--- config.mk ---
export PLATFORM = sky130hd
export DESIGN_NAME = rst_seq_ctrl
export DESIGN_NICKNAME = d
export VERILOG_FILES = /design/src/rtl/rst_seq_ctrl.sv
export SDC_FILE = /design/constraint.sdc
export NUM_CORES = 1
export LEC_CHECK = 0
export CAP_MARGIN = 10
export CORE_AREA = 4 4 49 51
export DETAILED_ROUTE_END_ITERATION = 10
export DIE_AREA = 0 0 53 55
export SYNTH_ARGS = -nofsm -noshare
export SYNTH_HDL_FRONTEND = slang
export SYNTH_SLANG_ARGS = --single-unit
--- constraint.sdc ---
create_clock -name i_clk -period 2.2 [get_ports i_clk]
set_clock_uncertainty 0.1 [all_clocks]
set_input_delay 0.44 -clock i_clk [delete_from_list [all_inputs] [get_ports i_clk]]
set_output_delay 0.44 -clock i_clk [all_outputs]
set_load 0.02 [all_outputs]
--- src/rtl/rst_seq_ctrl.sv ---
// rst_seq_ctrl: synchronises the PLL lock flag and releases per-domain resets in staggered order.
// Optional lock-loss glitch filter is enabled by defining RST_SEQ_GLITCH_FILTER_EN.
module rst_seq_ctrl #(
    parameter int NUM_DOMAINS    = 3,
    parameter int SYNC_STAGES    = 2,
    parameter int HOLD_CYCLES    = 16,
    parameter int STAGGER_CYCLES = 8,
    parameter int GLITCH_CYCLES  = 4
) (
    input  logic                   i_clk,
    input  logic                   i_rst_n,
    input  logic                   i_locked,
    input  logic                   i_sw_rst,
    input  logic                   i_clr_status,
    output logic [NUM_DOMAINS-1:0] o_rst,
    output logic                   o_ready,
    output logic                   o_lock_lost,
    output logic [1:0]             o_state
);
    localparam int MAX_HS = (HOLD_CYCLES > STAGGER_CYCLES) ? HOLD_CYCLES : STAGGER_CYCLES;
    localparam int MAX_C  = (MAX_HS > GLITCH_CYCLES) ? MAX_HS : GLITCH_CYCLES;
    localparam int CW     = $clog2(MAX_C + 1);

    localparam logic [CW-1:0]          CNT_ZERO  = {CW{1'b0}};
    localparam logic [CW-1:0]          CNT_ONE   = CW'(32'd1);
    localparam logic [CW-1:0]          HOLD_LAST = CW'(HOLD_CYCLES - 32'sd1);
    localparam logic [CW-1:0]          STAG_LAST = CW'(STAGGER_CYCLES - 32'sd1);
    localparam logic [NUM_DOMAINS-1:0] ALL_ON    = {NUM_DOMAINS{1'b1}};
    localparam logic [NUM_DOMAINS-1:0] ALL_OFF   = {NUM_DOMAINS{1'b0}};

    typedef enum logic [1:0] {
        ST_WAIT_LOCK = 2'd0,
        ST_HOLD      = 2'd1,
        ST_RELEASE   = 2'd2,
        ST_RUN       = 2'd3
    } state_t;

    logic [SYNC_STAGES-1:0] r_sync;
    logic                   w_lk;
    state_t                 r_state;
    state_t                 w_state_nxt;
    logic [CW-1:0]          r_cnt;
    logic [CW-1:0]          w_cnt_nxt;
    logic [NUM_DOMAINS-1:0] r_rst;
    logic [NUM_DOMAINS-1:0] w_rst_nxt;
    logic                   r_ready;
    logic                   r_lock_lost;
    logic                   w_lock_lost_nxt;
    logic                   w_active;
    logic                   w_loss_det;
    logic                   w_loss;

    assign w_lk     = r_sync[SYNC_STAGES-1];
    assign w_active = (r_state == ST_RELEASE) || (r_state == ST_RUN);

`ifdef RST_SEQ_GLITCH_FILTER_EN
    localparam logic [CW-1:0] GLITCH_LAST = CW'(GLITCH_CYCLES - 32'sd1);
    logic [CW-1:0] r_gcnt;
    logic [CW-1:0] w_gcnt_nxt;

    assign w_loss_det = w_active && !w_lk && (r_gcnt == GLITCH_LAST);

    // Count consecutive low lk samples while sequencing; any lk=1 or state change restarts it.
    always_comb begin
        w_gcnt_nxt = CNT_ZERO;
        if (w_active && !w_lk && (w_state_nxt == r_state)) begin
            w_gcnt_nxt = r_gcnt + CNT_ONE;
        end else begin
            w_gcnt_nxt = CNT_ZERO;
        end
    end

    // Glitch filter counter register.
    always_ff @(posedge i_clk or negedge i_rst_n) begin
        if (!i_rst_n) begin
            r_gcnt <= CNT_ZERO;
        end else begin
            r_gcnt <= w_gcnt_nxt;
        end
    end
`else
    assign w_loss_det = w_active && !w_lk;
`endif

    // Next-state, counter and reset-vector logic; released domains are always the low bits.
    always_comb begin
        w_state_nxt = r_state;
        w_cnt_nxt   = r_cnt;
        w_rst_nxt   = r_rst;
        w_loss      = 1'b0;
        case (r_state)
            ST_WAIT_LOCK: begin
                w_rst_nxt = ALL_ON;
                w_cnt_nxt = CNT_ZERO;
                if (w_lk) begin
                    w_state_nxt = ST_HOLD;
                end else begin
                    w_state_nxt = ST_WAIT_LOCK;
                end
            end
            ST_HOLD: begin
                if (!w_lk) begin
                    w_state_nxt = ST_WAIT_LOCK;
                    w_cnt_nxt   = CNT_ZERO;
                    w_rst_nxt   = ALL_ON;
                end else if (r_cnt == HOLD_LAST) begin
                    w_state_nxt = ST_RELEASE;
                    w_cnt_nxt   = CNT_ZERO;
                    w_rst_nxt   = ALL_ON << 1'b1;
                end else begin
                    w_cnt_nxt   = r_cnt + CNT_ONE;
                    w_rst_nxt   = ALL_ON;
                end
            end
            ST_RELEASE, ST_RUN: begin
                if (w_loss_det) begin
                    w_loss      = 1'b1;
                    w_state_nxt = ST_WAIT_LOCK;
                    w_cnt_nxt   = CNT_ZERO;
                    w_rst_nxt   = ALL_ON;
                end else if (i_sw_rst) begin
                    w_state_nxt = ST_HOLD;
                    w_cnt_nxt   = CNT_ZERO;
                    w_rst_nxt   = ALL_ON;
                end else if (r_state == ST_RELEASE) begin
                    // A due release waits (counter saturated) while lk is low.
                    if (r_cnt != STAG_LAST) begin
                        w_cnt_nxt = r_cnt + CNT_ONE;
                    end else if (!w_lk) begin
                        w_cnt_nxt = r_cnt;
                    end else if (r_rst == ALL_OFF) begin
                        w_state_nxt = ST_RUN;
                        w_cnt_nxt   = CNT_ZERO;
                    end else begin
                        w_cnt_nxt   = CNT_ZERO;
                        w_rst_nxt   = r_rst << 1'b1;
                    end
                end else begin
                    w_cnt_nxt = CNT_ZERO;
                    w_rst_nxt = ALL_OFF;
                end
            end
            default: begin
                w_state_nxt = ST_WAIT_LOCK;
                w_cnt_nxt   = CNT_ZERO;
                w_rst_nxt   = ALL_ON;
            end
        endcase
    end

    // Sticky lock-lost flag: a new loss wins over a simultaneous clear.
    always_comb begin
        if (w_loss) begin
            w_lock_lost_nxt = 1'b1;
        end else if (i_clr_status) begin
            w_lock_lost_nxt = 1'b0;
        end else begin
            w_lock_lost_nxt = r_lock_lost;
        end
    end

    // Synchroniser, state, counter and registered outputs.
    always_ff @(posedge i_clk or negedge i_rst_n) begin
        if (!i_rst_n) begin
            r_sync      <= {SYNC_STAGES{1'b0}};
            r_state     <= ST_WAIT_LOCK;
            r_cnt       <= CNT_ZERO;
            r_rst       <= ALL_ON;
            r_ready     <= 1'b0;
            r_lock_lost <= 1'b0;
        end else begin
            r_sync      <= {r_sync[SYNC_STAGES-2:0], i_locked};
            r_state     <= w_state_nxt;
            r_cnt       <= w_cnt_nxt;
            r_rst       <= w_rst_nxt;
            r_ready     <= (w_state_nxt == ST_RUN);
            r_lock_lost <= w_lock_lost_nxt;
        end
    end

    assign o_rst       = r_rst;
    assign o_ready     = r_ready;
    assign o_lock_lost = r_lock_lost;
    assign o_state     = r_state;

endmodule
; ---- Word-level counts from Yosys, hierarchy flattened
; Cells that the tools add are included.
; Widths: inputs -> output; s select.
[totals]
regBits = 14
in_bits = 5
output_inout_bits = 7
[classes]
add_sub_neg = 1
n_eq_ne = 10
mux = 31
reduce_logical = 8
[op_table]
columns = operator, n
row1 = $mux 5, 7
row2 = $mux 3, 6
row3 = $mux 2, 8
row4 = $ne 5x5->1 const B, 3
row5 = $pmux 5 s3, 1
row6 = $pmux 3 s3, 1
row7 = $mux 1, 7
row8 = $eq 2x2->1 const B, 3
row9 = $ne 6x6->1 const B, 1
row10 = $pmux 2 s3, 1
row11 = $add 5x1->5 const B, 1
row12 = $eq 5x4->1 const B, 1
row13 = $ne 5x3->1 const B, 1
row14 = $logic_not 3->1, 1
row15 = $reduce_and 3->1, 1
row16 = $eq 2x1->1 const B, 1
row17 = $logic_not 2->1, 1
row18 = $reduce_bool 2->1, 1
row19 = $reduce_or 2->1, 1
row20 = $logic_and 1x1->1, 1
row21 = $logic_not 1->1, 1
row22 = $logic_or 1x1->1, 1

; ---- Longest topological paths before layout
[logic_depth]
word_depth = 9
depth_mapped = 7
depth_no_buf = 7

; ---- Worst setup path after synthesis
; No wires, ideal clock.
[synth_path]
kind = register to register
startpoint = register r_cnt[0]
endpoint = register r_cnt[4]
setup_ps = 66
t_arrival_ps = 1427
t_required_ps = 2034
setup_slack_ps = 607
stages_incl_launch_ff = 7
period_less_slack_ps = 1593
cell_sequence = dfrtp_1 > ha_1 > nand3_1 > inv_1 > ha_1 > o41ai_2 > and2_1
[synth_between]
elab_chain_cells = 6
[synth_lines]
columns = element, line
row1 = start: declaration, 42  ; logic [CW-1:0] r_cnt;
row2 = start signal: assignment, 174  ; r_cnt <= w_cnt_nxt;
row3 = $add 5x1->5 / $ne 5x3->1 (equally long branches), "111, 128, 127"
row4 = $mux 5, 127  ; if (r_cnt != STAG_LAST) begin
row5 = $mux 5, 125  ; end else if (r_state == ST_RELEASE) begin
row6 = $mux 5, 121  ; end else if (i_sw_rst) begin
row7 = $mux 5, 116  ; if (w_loss_det) begin
row8 = $pmux 5 s3, 91  ; case (r_state)
; Parallel ways exist; a longest one is shown, timed or not.
; A chain may end at the register's enable or synchronous reset.

; ---- Worst setup path after layout
[layout_path]
startpoint = register r_state[0], in the netlist o_state[0]
endpoint = output o_state[0]
[layout_lines]
columns = element, line
row1 = start: declaration, 40  ; state_t r_state;
row2 = start signal: assignment, 173  ; r_state <= w_state_nxt;
row3 = end: declaration, 18  ; output logic [1:0] o_state
; No word-level cell between the ends.

==> run_results.csv <==
group,metric,value,unit
grt,grt_usage,10.0,%
grt,grt_pass1_wl,2080,um
cts,cts_max_level,1,
synthesis,synthArstFlopShare,100,%
sta,worst_slew_pin_slew,0.617,ns
setup_path,crit_type,"flip-flop to primary output",
synthesis,synth_nets,65,
die,die_y,55,um
run_status,status,"finished clean",
routing,final_antenna_net_count,0,
die,start_util,34.0,%
sta,min_period,2.05,ns
grt,grt_antenna_before_repair,0,
cts,cts_setup_buffers,0,
pwr,pwr-share-seq,61.4,%
cts,cts-buffers-inserted,3,
setup_path,cp.buffers_inverters,1,
grt,grt_max_degree,15,
pwr,p_switching,92.9,uW
routing,wirelength,1160,um
routing,num_vias,454,
pwr,p_int,344,uW
routing,drc_errors,0,
cts,insertion_delay,0.27,ns
synthesis,synth_cell_types,25,
setup_path,crit_path_end_kind,"primary output",
cts,clk_pin_slew,0.08,ns
routing,wl_per_cell,12.0,um
synthesis,ys_ff_latch,14,
pwr,pwr_density_cell,537,mW/mm^2
sta,report.final.slew_viol_count,0,
synthesis,ys_warn_count,0,
layout,multiInputGateArea,270,um^2
sta,setup_viol,0,
setup_path,cpMaxStageDelayCell,"clkdlybuf4s50_1",
layout,antenna_cells,0,
sta,rsz0062_at_grt,"no",
setup_path,critPathArrivalTime,1.51,ns
die,core,0.00194,mm^2
pwr,clockPowerShare,33.2,%
layout,final_cell_mix,"clkdlybuf4s50_1 (11), dfrtp_1 (11), nor2_1 (6), inv_1 (5)",
synthesis,synth_ff_type,"dfrtp_1",
setup_path,critical_path.startpoint_type,"flip-flop",
pwr,p_comb_share,5.4,%
layout,seq_area,354,um^2
synthesis,synth_area_leader_cell,"dfrtp_1",
synthesis,synth_edf_count,0,
layout,num-fill-cells,187,
grt,grt_pass1_vias,443,
synthesis,synth_area_per_cell,11.6,um^2
setup_path,max_stage_delay,0.68,ns
pwr,p_leak,0.000372,uW
synthesis,yosys-top-cells-area,"dfrtp_1 (42%), dfstp_2 (12%), ha_1 (5.7%)",
sta,setup_tns,0,ns
cts,cts_tree,"done",
sta,whs,0.255,ns
place,hpwl,880,um
cts,cts_hold_buf,0,
synthesis,synth_top_cell_area_share,41.7,%
cts,clock_sinks,14,
sta,relSlewSlack,58.7,%
synthesis,yosysSeqAreaShare,53.7,%
routing,first_iter_violations,14,
cts,clock_path_buffers,2,
die,die_w,53,um
grt,gr-total-overflow,0,
setup_path,path_max_fanout,11,
setup_path,path_cells,"clkdlybuf4s50_1",
sta,fmax,0.488,GHz
die,fp.dieArea,0.00292,mm^2
place,gp_congestion,0.734,
pwr,swShare,21.3,%
die,rows,16,
layout,nNetsFinal,79,
routing,vias_per_cell,4.68,
sta,hold_viol,0,
cts,root_buffer,"clkbuf_4",
place,portBuffers,11,
routing,drtPass1Iterations,4,
run,cap_violations,0,
sta,min_period_over_period,93.1,%
pwr,vdd_drop_max,0.000287,V
die,io_pins,12,
worst_hold_path,hold_path.class,"flip-flop to flip-flop",
cts,post_cts_resized,0,
synthesis,syn_inst,57,
setup_path,crit_required,1.66,ns
layout,fin_util,41.9,%
layout,area_growth,23.3,%
layout,drive_gt1_share,11.4,%
setup_path,crit_family,"buffers and inverters",
synthesis,syn_area,659,um^2
==> synthesized netlist by cell type (2+ instances only) <==
library cell / n
dfrtp_1: 11
nor2_1: 6
inv_1: 5
dfstp_2: 3
ha_1: 3
nand2_1: 3
a21oi_1: 2
mux2i_1: 2
nand3_1: 2
nand3b_1: 2
o21ai_0: 2
o41ai_2: 2
xor2_1: 2
==> logic make-up (layout without fill, tap and decap cells) <==
kind of cell    count (synthesis)  count (layout)  share of synthesized area (%)
simple gates                   19              19                           16.3
flops                          14              14                           53.7
compound gates                 10              10                           13.3
buf+inv                         7              20                           5.31
fa+ha+maj                       3               3                           5.69
xor+xnor                        2               2                           2.66
mux                             2               2                           3.04
==> registers in the layout, summed over array words and instances (netlist names) <==
name and flops:
o_lock_lost 1, r_cnt 5, o_ready 1, o_rst 3, o_state 2, r_sync 2
==> power by group through the flow <==
stage                     Sequential (uW)  Combinational, uW  Clock (uW)
after detailed placement              273               24.2           0
after floorplan                       271               9.95           0
after global routing                  269               27.2         169
final                                 268               23.6         145
after global placement                273               23.8           0
after CTS                             268               24.3         159
==> metrics by stage <==
step / area [um^2] / power [uW] / instances / setup slack [ns]
CTS: 813 / 451 / 97 / 0.141
global route: 813 / 465 / 97 / 0.0629
global placement: 787 / 296 / 93 / 0.460
finish: 813 / 436 / 97 / 0.151
detailed placement: 787 / 297 / 93 / 0.451
floorplan: 659 / 281 / 57 / 0.607
==> path summary, 6_finish.rpt <==
check	start	endpoint	slack, ns	depth (start not counted)
setup reg to reg	r_cnt[0]	r_cnt[3]	0.51	7
hold reg to reg	r_sync[0]	r_sync[1]	0.25	0
max in group asynchronous	i_rst_n	r_cnt[3]	1.15	1
min in group asynchronous	i_rst_n	o_state[1]	0.45	1
setup / recovery	o_state[0]	o_state[0]	0.15	1
hold / removal	r_sync[0]	r_sync[1]	0.25	0
==> per-layer routing <==
metal	vias up	share of wire (%)	track usage (%)
li1	225	-	-
met1	217	45	13.8
met2	10	48	14.3
met3	2	5.5	2.14
met4	0	1.1	6.38
met5	-	0	0
==> cell type report <==
class                   instances  area share (%)
inverters                       5            2.31
repair buffers                 11            13.5
well taps                      27            4.15
multi-input cells              36            33.2
clock buffers                   4            3.23
flip-flops and latches         14            43.5
(Power assumes the default switching activity.)
